$ cat config.mk
export PLATFORM = sky130hd
export DESIGN_NAME = pulse_sched
export DESIGN_NICKNAME = d
export VERILOG_FILES = /design/src/rtl/pulse_sched.sv
export SDC_FILE = /design/constraint.sdc
export NUM_CORES = 1
export LEC_CHECK = 0
export ABC_CLOCK_PERIOD_IN_PS = 4700
export BUFFER_PORTS_ARGS = -buffer_cell sky130_fd_sc_hd__buf_4
export CAP_MARGIN = 5
export CORE_ASPECT_RATIO = 1.25
export CORE_MARGIN = 2
export CORE_UTILIZATION = 58
export DETAILED_ROUTE_END_ITERATION = 6
export PLACE_DENSITY = 0.85
export RECOVER_POWER = 100
export SLEW_MARGIN = 25
export SYNTH_ARGS = -nofsm -noshare
export SYNTH_HDL_FRONTEND = slang
export SYNTH_SLANG_ARGS = --single-unit
$ cat constraint.sdc
create_clock -name clk -period 4.7 [get_ports clk]
set_clock_uncertainty 0.1 [all_clocks]
set_input_delay 0.235 -clock clk [delete_from_list [all_inputs] [get_ports clk]]
set_output_delay 0.235 -clock clk [all_outputs]
set_load 0.02 [all_outputs]
$ cat src/rtl/pulse_sched.sv
`default_nettype none
// ============================================================================
// Module   : pulse_sched
// Purpose  : Round-robin scheduler sharing one pulse generator among NREQ
//            requesters. Each granted requester receives a burst of n pulses
//            (n = 0 is treated as 1). The generator runs in periodic mode for
//            the first n-1 pulses and is re-armed in single mode for the last
//            one, so it stops by itself. A watchdog aborts a stalled service.
// Ports    : clk, rst       - clock, synchronous active-high reset
//            req_i          - level request per requester
//            req_cnt_i      - packed pulse counts, slice i for requester i
//            grant_o        - one-hot grant, held for the whole service
//            done_o         - one-cycle completion strobe
//            done_err_o     - high with done_o when aborted by the watchdog
//            busy_o         - high whenever the scheduler is not idle
//            gen_init_o     - generator init
//            gen_per_o      - generator periodic-mode select
//            gen_pulse_i    - generator pulse output
// Revision : 1.0 - initial release
// ============================================================================
module pulse_sched #(
    parameter int NREQ    = 4,
    parameter int CNT_W   = 4,
    parameter int TIMEOUT = 63
) (
    input  logic                    clk,
    input  logic                    rst,
    input  logic [NREQ-1:0]         req_i,
    input  logic [NREQ*CNT_W-1:0]   req_cnt_i,
    output logic [NREQ-1:0]         grant_o,
    output logic [NREQ-1:0]         done_o,
    output logic                    done_err_o,
    output logic                    busy_o,
    output logic                    gen_init_o,
    output logic                    gen_per_o,
    input  logic                    gen_pulse_i
);

    localparam int C_IDX_W = $clog2(NREQ);
    localparam int C_WD_W  = $clog2(TIMEOUT + 1);

    typedef enum logic [2:0] {
        S_IDLE = 3'd0,
        S_ARM  = 3'd1,
        S_RUN  = 3'd2,
        S_LAST = 3'd3,
        S_TAIL = 3'd4,
        S_FIN  = 3'd5
    } state_t;

    state_t               state_q, state_d;
    logic [C_IDX_W-1:0]   ptr_q, ptr_d;
    logic [C_IDX_W-1:0]   idx_q, idx_d;
    logic [CNT_W-1:0]     n_q, n_d;
    logic [CNT_W-1:0]     k_q, k_d;
    logic [C_WD_W-1:0]    wd_q, wd_d;
    logic                 err_q, err_d;
    logic                 pulse_q;

    logic                 w_rise;
    logic                 w_fall;
    logic                 w_found;
    logic [C_IDX_W-1:0]   w_sel;
    logic [C_IDX_W:0]     w_j;
    logic [CNT_W-1:0]     w_cnt;
    logic [C_WD_W-1:0]    w_wd_inc;
    logic                 w_wd_expire;
    logic [NREQ-1:0]      w_onehot;

    assign w_rise = gen_pulse_i & ~pulse_q;
    assign w_fall = ~gen_pulse_i & pulse_q;

    // Round-robin search: first asserted request at or after the pointer,
    // wrapping modulo NREQ (NREQ need not be a power of two).
    always_comb begin
        w_found = 1'b0;
        w_sel   = '0;
        w_j     = '0;
        for (int i = 0; i < NREQ; i++) begin
            w_j = {1'b0, ptr_q} + (C_IDX_W+1)'(i);
            if (w_j >= (C_IDX_W+1)'(NREQ)) begin
                w_j = w_j - (C_IDX_W+1)'(NREQ);
            end
            if (!w_found && req_i[w_j[C_IDX_W-1:0]]) begin
                w_found = 1'b1;
                w_sel   = w_j[C_IDX_W-1:0];
            end
        end
    end

    assign w_cnt       = req_cnt_i[int'(w_sel)*CNT_W +: CNT_W];
    assign w_wd_inc    = wd_q + 1'b1;
    assign w_wd_expire = (w_wd_inc == C_WD_W'(TIMEOUT));

    always_comb begin
        state_d = state_q;
        ptr_d   = ptr_q;
        idx_d   = idx_q;
        n_d     = n_q;
        k_d     = k_q;
        err_d   = err_q;
        // Watchdog reloads on every state entry; only RUN/TAIL let it count.
        wd_d    = '0;
        case (state_q)
            S_IDLE: begin
                err_d = 1'b0;
                if (w_found) begin
                    idx_d   = w_sel;
                    ptr_d   = (w_sel == C_IDX_W'(NREQ-1)) ? '0 : w_sel + 1'b1;
                    n_d     = (w_cnt == '0) ? CNT_W'(1) : w_cnt;
                    state_d = S_ARM;
                end
            end
            S_ARM: begin
                k_d     = '0;
                state_d = S_RUN;
            end
            S_RUN, S_TAIL: begin
                if (w_rise) begin
                    k_d = k_q + 1'b1;
                end
                if (w_rise || w_fall) begin
                    wd_d = '0;
                end else if (w_wd_expire) begin
                    err_d   = 1'b1;
                    state_d = S_FIN;
                end else begin
                    wd_d = w_wd_inc;
                end
                // Rise and fall never coincide, so on a fall k_q already
                // includes the pulse that is ending.
                if (w_fall) begin
                    if (state_q == S_TAIL) begin
                        if (k_q == n_q) begin
                            state_d = S_FIN;
                        end
                    end else if (n_q == CNT_W'(1)) begin
                        if (k_q == CNT_W'(1)) begin
                            state_d = S_FIN;
                        end
                    end else if (k_q == n_q - 1'b1) begin
                        state_d = S_LAST;
                    end
                end
            end
            S_LAST: begin
                state_d = S_TAIL;
            end
            S_FIN: begin
                state_d = S_IDLE;
            end
            default: begin
                state_d = S_IDLE;
            end
        endcase
    end

    always_ff @(posedge clk) begin
        if (rst) begin
            state_q <= S_IDLE;
            ptr_q   <= '0;
            idx_q   <= '0;
            n_q     <= '0;
            k_q     <= '0;
            wd_q    <= '0;
            err_q   <= 1'b0;
            pulse_q <= 1'b0;
        end else begin
            state_q <= state_d;
            ptr_q   <= ptr_d;
            idx_q   <= idx_d;
            n_q     <= n_d;
            k_q     <= k_d;
            wd_q    <= wd_d;
            err_q   <= err_d;
            pulse_q <= gen_pulse_i;
        end
    end

    // Outputs decode from registered state only. Grant is already low in FIN.
    assign w_onehot = NREQ'(1) << idx_q;

    always_comb begin
        grant_o    = '0;
        done_o     = '0;
        done_err_o = 1'b0;
        busy_o     = (state_q != S_IDLE);
        gen_init_o = (state_q == S_ARM) || (state_q == S_LAST);
        gen_per_o  = (state_q == S_ARM) && (n_q > CNT_W'(1));
        case (state_q)
            S_ARM, S_RUN, S_LAST, S_TAIL: grant_o = w_onehot;
            S_FIN: begin
                done_o     = w_onehot;
                done_err_o = err_q;
            end
            default: ;
        endcase
    end

endmodule
`default_nettype wire

Yosys cells after proc, flatten, opt, wreduce, memory -nomap -nowiden
Index checks and enable logic that the tools add are counted.
{"block": "word_totals", "ff_bits": 23, "in_bits": 23, "out_inout_bits": 12, "wordCells": 110}
{"block": "classes", "addsub": 11, "magnitude_cmp": 9, "n_eq_ne": 15, "n_shift": 2, "n_mux": 40, "n_bitwise": 5, "reduce_logical": 20}
{"operator": "$mux W3", "n": 9}
{"operator": "$mux W2", "n": 9}
{"operator": "$mux W4", "n": 4}
{"operator": "$shiftx A16 B5 Y4", "n": 1}
{"operator": "$lt A2 B3 Y1 const B", "n": 4}
{"operator": "$pmux W3 S4", "n": 1}
{"operator": "$mux W1", "n": 11}
{"operator": "$ge A3 B3 Y1 const B", "n": 3}
{"operator": "$bmux W1 S2", "n": 4}
{"operator": "$eq A4 B1 Y1 const B", "n": 2}
{"operator": "$eq A4 B4 Y1", "n": 2}
{"operator": "$ne A2 B2 Y1 const B", "n": 4}
{"operator": "$pmux W4 S2", "n": 1}
{"operator": "$reduce_or A4 Y1", "n": 2}
{"operator": "$sub A2 B1 Y2 const B", "n": 4}
{"operator": "$add A2 B2 Y3 const B", "n": 2}
{"operator": "$add A6 B1 Y6 const B", "n": 1}
{"operator": "$eq A3 B2 Y1 const B", "n": 2}
{"operator": "$eq A3 B3 Y1 const B", "n": 2}
{"operator": "$eq A6 B6 Y1 const B", "n": 1}
{"operator": "$add A4 B1 Y4 const B", "n": 1}
{"operator": "$gt A4 B1 Y1 const B", "n": 1}
{"operator": "$logic_and A1 B1 Y1", "n": 4}
{"operator": "$logic_not A4 Y1", "n": 1}
{"operator": "other kinds (18)", "n": 26}

Depth between registers and ports, before layout
{"block": "depth", "ltp_word": 17, "depth_mapped": 8, "depth_no_buf": 8}

Worst setup path after synthesis
No wires, ideal clock.
{"block": "synth_timing", "path_type": "reg2reg", "start": "register ptr_q[0]", "end": "register n_q[0]", "setup_ps": 132, "t_arrival_ps": 1505, "required_ps": 4468, "setup_slack_ps": 2963, "path_stages_with_launch": 9, "n_path_buf": 1, "period_less_slack_ps": 1737, "cell_sequence": "dfxtp_1 > nand2b_1 > a21o_1 > and3b_4 > buf_6 > mux2_1 > nand2_1 > o221a_2 > a21oi_2"}
{"block": "synth_between", "elab_chain_len": 17, "elab_cells_between_ends": 41, "classes_between": "7 x add/sub; 4 x order compare; 1 x shift; 21 x mux; 8 x reduce/logical"}
{"item": "start, declared", "line_no": "52", "source": "logic [C_IDX_W-1:0] ptr_q, ptr_d;"}
{"item": "start signal, assigned", "line_no": "170", "source": "ptr_q <= ptr_d;"}
{"item": "branches (longest 13 deep; another with $add A2 B1 Y3)"}
{"item": "$mux W2 (*)", "line_no": "84", "source": "if (!w_found && req_i[w_j[C_IDX_W-1:0]]) begin"}
{"item": "via w_sel[0]", "line_no": "63", "source": "logic [C_IDX_W-1:0] w_sel;"}
{"item": "$shiftx A16 B5 Y4 (*)", "line_no": "91", "source": "assign w_cnt = req_cnt_i[int'(w_sel)*CNT_W +: CNT_W];"}
{"item": "$logic_not A4 Y1", "line_no": "110", "source": "n_d = (w_cnt == '0) ? CNT_W'(1) : w_cnt;"}
{"item": "$mux W4 (*)", "line_no": "110"}
{"item": "end signal, assigned", "line_no": "172", "source": "n_q <= n_d;"}
{"item": "end, declared", "line_no": "54", "source": "logic [CNT_W-1:0] n_q, n_d;"}
Mark *: on every way through the listed nets, which the timed path passes. The select of a mux whose other input is x is not followed.
A chain may end at the register's enable or synchronous reset.

Worst setup path after layout
{"block": "layout_timing", "start": "register state_q[2]", "end": "output port grant_o[0]"}
{"block": "layout_between", "elab_chain_len": 3, "elab_cells_between_ends": 6, "classes_between": "4 x eq/ne; 1 x mux; 1 x reduce/logical"}
{"item": "start, declared", "line_no": "51", "source": "state_t state_q, state_d;"}
{"item": "start signal, assigned", "line_no": "169", "source": "state_q <= state_d;"}
{"item": "$eq A3 B3 Y1 (tied with other cells)", "line_no": "190", "source": "case (state_q)"}
{"item": "$reduce_or A4 Y1 (*)", "line_no": "190"}
{"item": "$mux W4 (*)", "line_no": "190"}
{"item": "end, declared", "line_no": "30", "source": "output logic [NREQ-1:0] grant_o,"}
Mark *: on every way between the ends. The rest lies on a longest branch, timed or not.

==> flow_summary.yaml <==
grt:
  gr-usage-all-layers: 0.216
  grt_max_degree: 20
  grt_antenna_before_repair: 0
  grt_pass1_vias: 1260
  grt_overflow_total: 0
  grt_pass1_wl_mm: 5.31
routing:
  dr.pass1.iters: 4
  drt-initial-drc-count: 35
  antenna_left: 0
  drt-wirelength-per-cell_um: 12.1
  drc_errors: 0
  vias_per_cell: 5.52
  via_count: 1441
  finalWirelength_mm: 3.16
logic_synthesis:
  synth_edf_count: 0
  synth_top_family_by_area: "simple AND/OR/NAND/NOR gates"
  synth_fa_ha_area_frac: 0.0721
  synth-main-ff-cell: "dfxtp_1"
  yosys.area.top_type: "dfxtp_1"
  ys_warn_count: 0
  synth-compound-area-share: 0.164
  yosys.area_share.simple: 0.284
  synth_xor_xnor_area_share: 0.0729
  synth_area_per_cell_um2: 7.97
  synth-seq-cells: 23
  synth_cells: 196
  syn-num-nets: 228
  seq_area_frac_synth: 0.295
  yosys-top-cells-area: "dfxtp_1 29%, ha_1 7.2%, nor2_1 6.0%"
  synthMuxAreaShare: 0.0561
  async_flop_share: 0
  syn_area_um2: 1560
  ys_types: 49
  synth_top_cell_area_share: 0.295
clocking:
  clock_latency_ns: 0.31
  numCtsBuffers: 3
  clock-sinks: 23
  holdBufCountCts: 0
  post_cts_resized: 0
  cts_setup_buffers: 0
  cts_buffer_depth: 2
  clk_pin_slew_ns: 0.14
  cts-root-buf: "clkbuf_4"
  htreeDepth: 1
  cts_tree: "built"
sta:
  rsz0062_at_grt: "no"
  tightest_slew_ns: 0.883
  relSlewSlack: 0.411
  fin_crit_ns: 2.18
  period_share: 0.464
  max_freq_ghz: 0.458
  final_hold_viol_count: 0
  setup-tns-final_ns: 0
  setup_viol: 0
  drv_slew: 0
worst_setup_path:
  worst_path_max_delay_cell: "nor3_1"
  reg2reg_depth: 7
  r2r_setup_slack_ns: 2.56
  critPathBufInv: 2
  crit_path_max_incr_delay_ns: 0.51
  startpoint: "state_q[2]$_SDFFE_PP0P_"
  r2r-end: "n_q[1]$_SDFFE_PP0P_"
  path_max_fanout: 11
  crit_chain: "nor3_1 -> inv_1 -> nand2_1 -> nor3_1 -> clkbuf_1"
  crit_cells: 5
  crit_arrival_ns: 1.85
  endpoint: "grant_o[0]"
  r2r_start: "ptr_q[0]$_SDFFE_PP0P_"
  cp-end-kind: "primary output"
  worstSetupPathType: "reg2out"
  crit_family: "simple AND/OR/NAND/NOR gates"
  required_ns: 4.37
  crit_top_cell: "nor3_1"
  startpoint_type: "register"
finish:
  multi_input_area_um2: 996
  antenna_cells: 0
  final_common_cell: "nor2_1"
  num-nets-final: 260
  fillers: 237
  seqCellArea_um2: 460
  layout-drive-gt1-share: 0.141
  final_cell_mix: "25 x nor2_1, 23 x dfxtp_1, 21 x buf_4"
  area_delta_synth_final_pct: 14.1
floorplan:
  die_h_um: 62.0
  die_area_um2: 3130
  initial_core_util: 0.594
  coreArea_um2: 2630
  chipWidth_um: 50.4
  rows: 21
  io_pins: 35
power:
  ir_drop_v: 0.000216
  power.density_nw_per_um2: 366
  total_power_uw: 652
  p_leak_uw: 0.000733
place:
  place.gp.congestion: 0.874
  portBuffers: 34
  place.detailed.hpwl_mm: 2.46
worst_hold_path:
  hold_path.class: "in2reg"
run_status:
  status: "finished, final reports clean"
job:
  timing.max_cap.violations: 0
-- flip-flops by register name, summed over array words and instances, names as in the netlist --
| signal | cells |
|---|---|
| n_q | 4 |
| idx_q | 2 |
| err_q | 1 |
| k_q | 4 |
| wd_q | 6 |
| state_q | 3 |
| pulse_q | 1 |
| ptr_q | 2 |
-- cell type report --
type	instances	area share
clock buffer	3	0.0126
timing repair buffer	34	0.116
sequential	23	0.258
multi-input combinational	153	0.559
tap	34	0.0239
inverter	13	0.0274
clock inverter	1	0.00281
-- cells in the mapped netlist, drive strengths merged (2+ instances only) --
cell	number
clkbuf	3
or3	2
ha	9
xor2	8
and3	2
mux2i	5
nand3	8
a22o	2
dfxtp	23
xnor2	5
a21oi	12
mux2	3
inv	13
buf	4
nor3	11
nand2	17
nor4	3
nor2	26
o22ai	2
nor2b	4
nand2b	9
o21ai	6
a31oi	2
-- kinds of logic (layout without fill, tap and decap cells) --
logic type | count (synthesis) | in the layout
buf+inv | 20 | 51
simple gates | 87 | 87
fa+ha+maj | 9 | 9
mux | 8 | 8
flops | 23 | 23
xor+xnor | 13 | 13
compound gates | 36 | 36
-- worst min path at each step --
stage	startpoint	depth (start not counted)	slack [ns]	end
2_1_floorplan	gen_pulse_i	2	0.28	pulse_q$_SDFF_PP0_
3_3_place_gp	wd_q[0]$_SDFF_PP0_	1	0.36	wd_q[0]$_SDFF_PP0_
3_5_place_dp	wd_q[0]$_SDFF_PP0_	1	0.37	wd_q[0]$_SDFF_PP0_
4_1_cts	gen_pulse_i	3	0.06	pulse_q$_SDFF_PP0_
5_1_grt	gen_pulse_i	3	0.08	pulse_q$_SDFF_PP0_
6_report	gen_pulse_i	3	0.07	pulse_q$_SDFF_PP0_
-- routing by layer --
metal | track usage | vias up | wire length, um
met5 | 0 | - | 0
met3 | 0.0191 | 4 | 132
met2 | 0.363 | 40 | 1540
met1 | 0.279 | 649 | 1450
met4 | 0.116 | 0 | 42
li1 | - | 748 | -
-- worst min-delay path, stage by stage --
cell and delay (ns):
buf_4 0.08, inv_1 0.04, nor2_1 0.09
-- stage by stage --
step | cell area (um^2) | instances | utilization | hold slack, ns | setup WS (ns)
global placement | 1820 | 257 | 0.693 | 0.360 | 2.81
global route | 1780 | 261 | 0.678 | 0.0842 | 2.35
floorplan | 1560 | 196 | - | 0.275 | 2.96
finish | 1780 | 261 | 0.678 | 0.0681 | 2.52
CTS | 1850 | 261 | 0.704 | 0.0631 | 2.62
detailed placement | 1820 | 257 | 0.693 | 0.366 | 2.80
-- report_power, final --
group	internal (uW)	leakage, uW	total [uW]	switching (uW)
Clock	31.7	0.0000177	93.5	61.8
Combinational	130	0.000528	300	170
Sequential	221	0.000188	259	37.1
Total	384	0.000733	652	269
No activity file was read; power rests on OpenSTA's default activity.
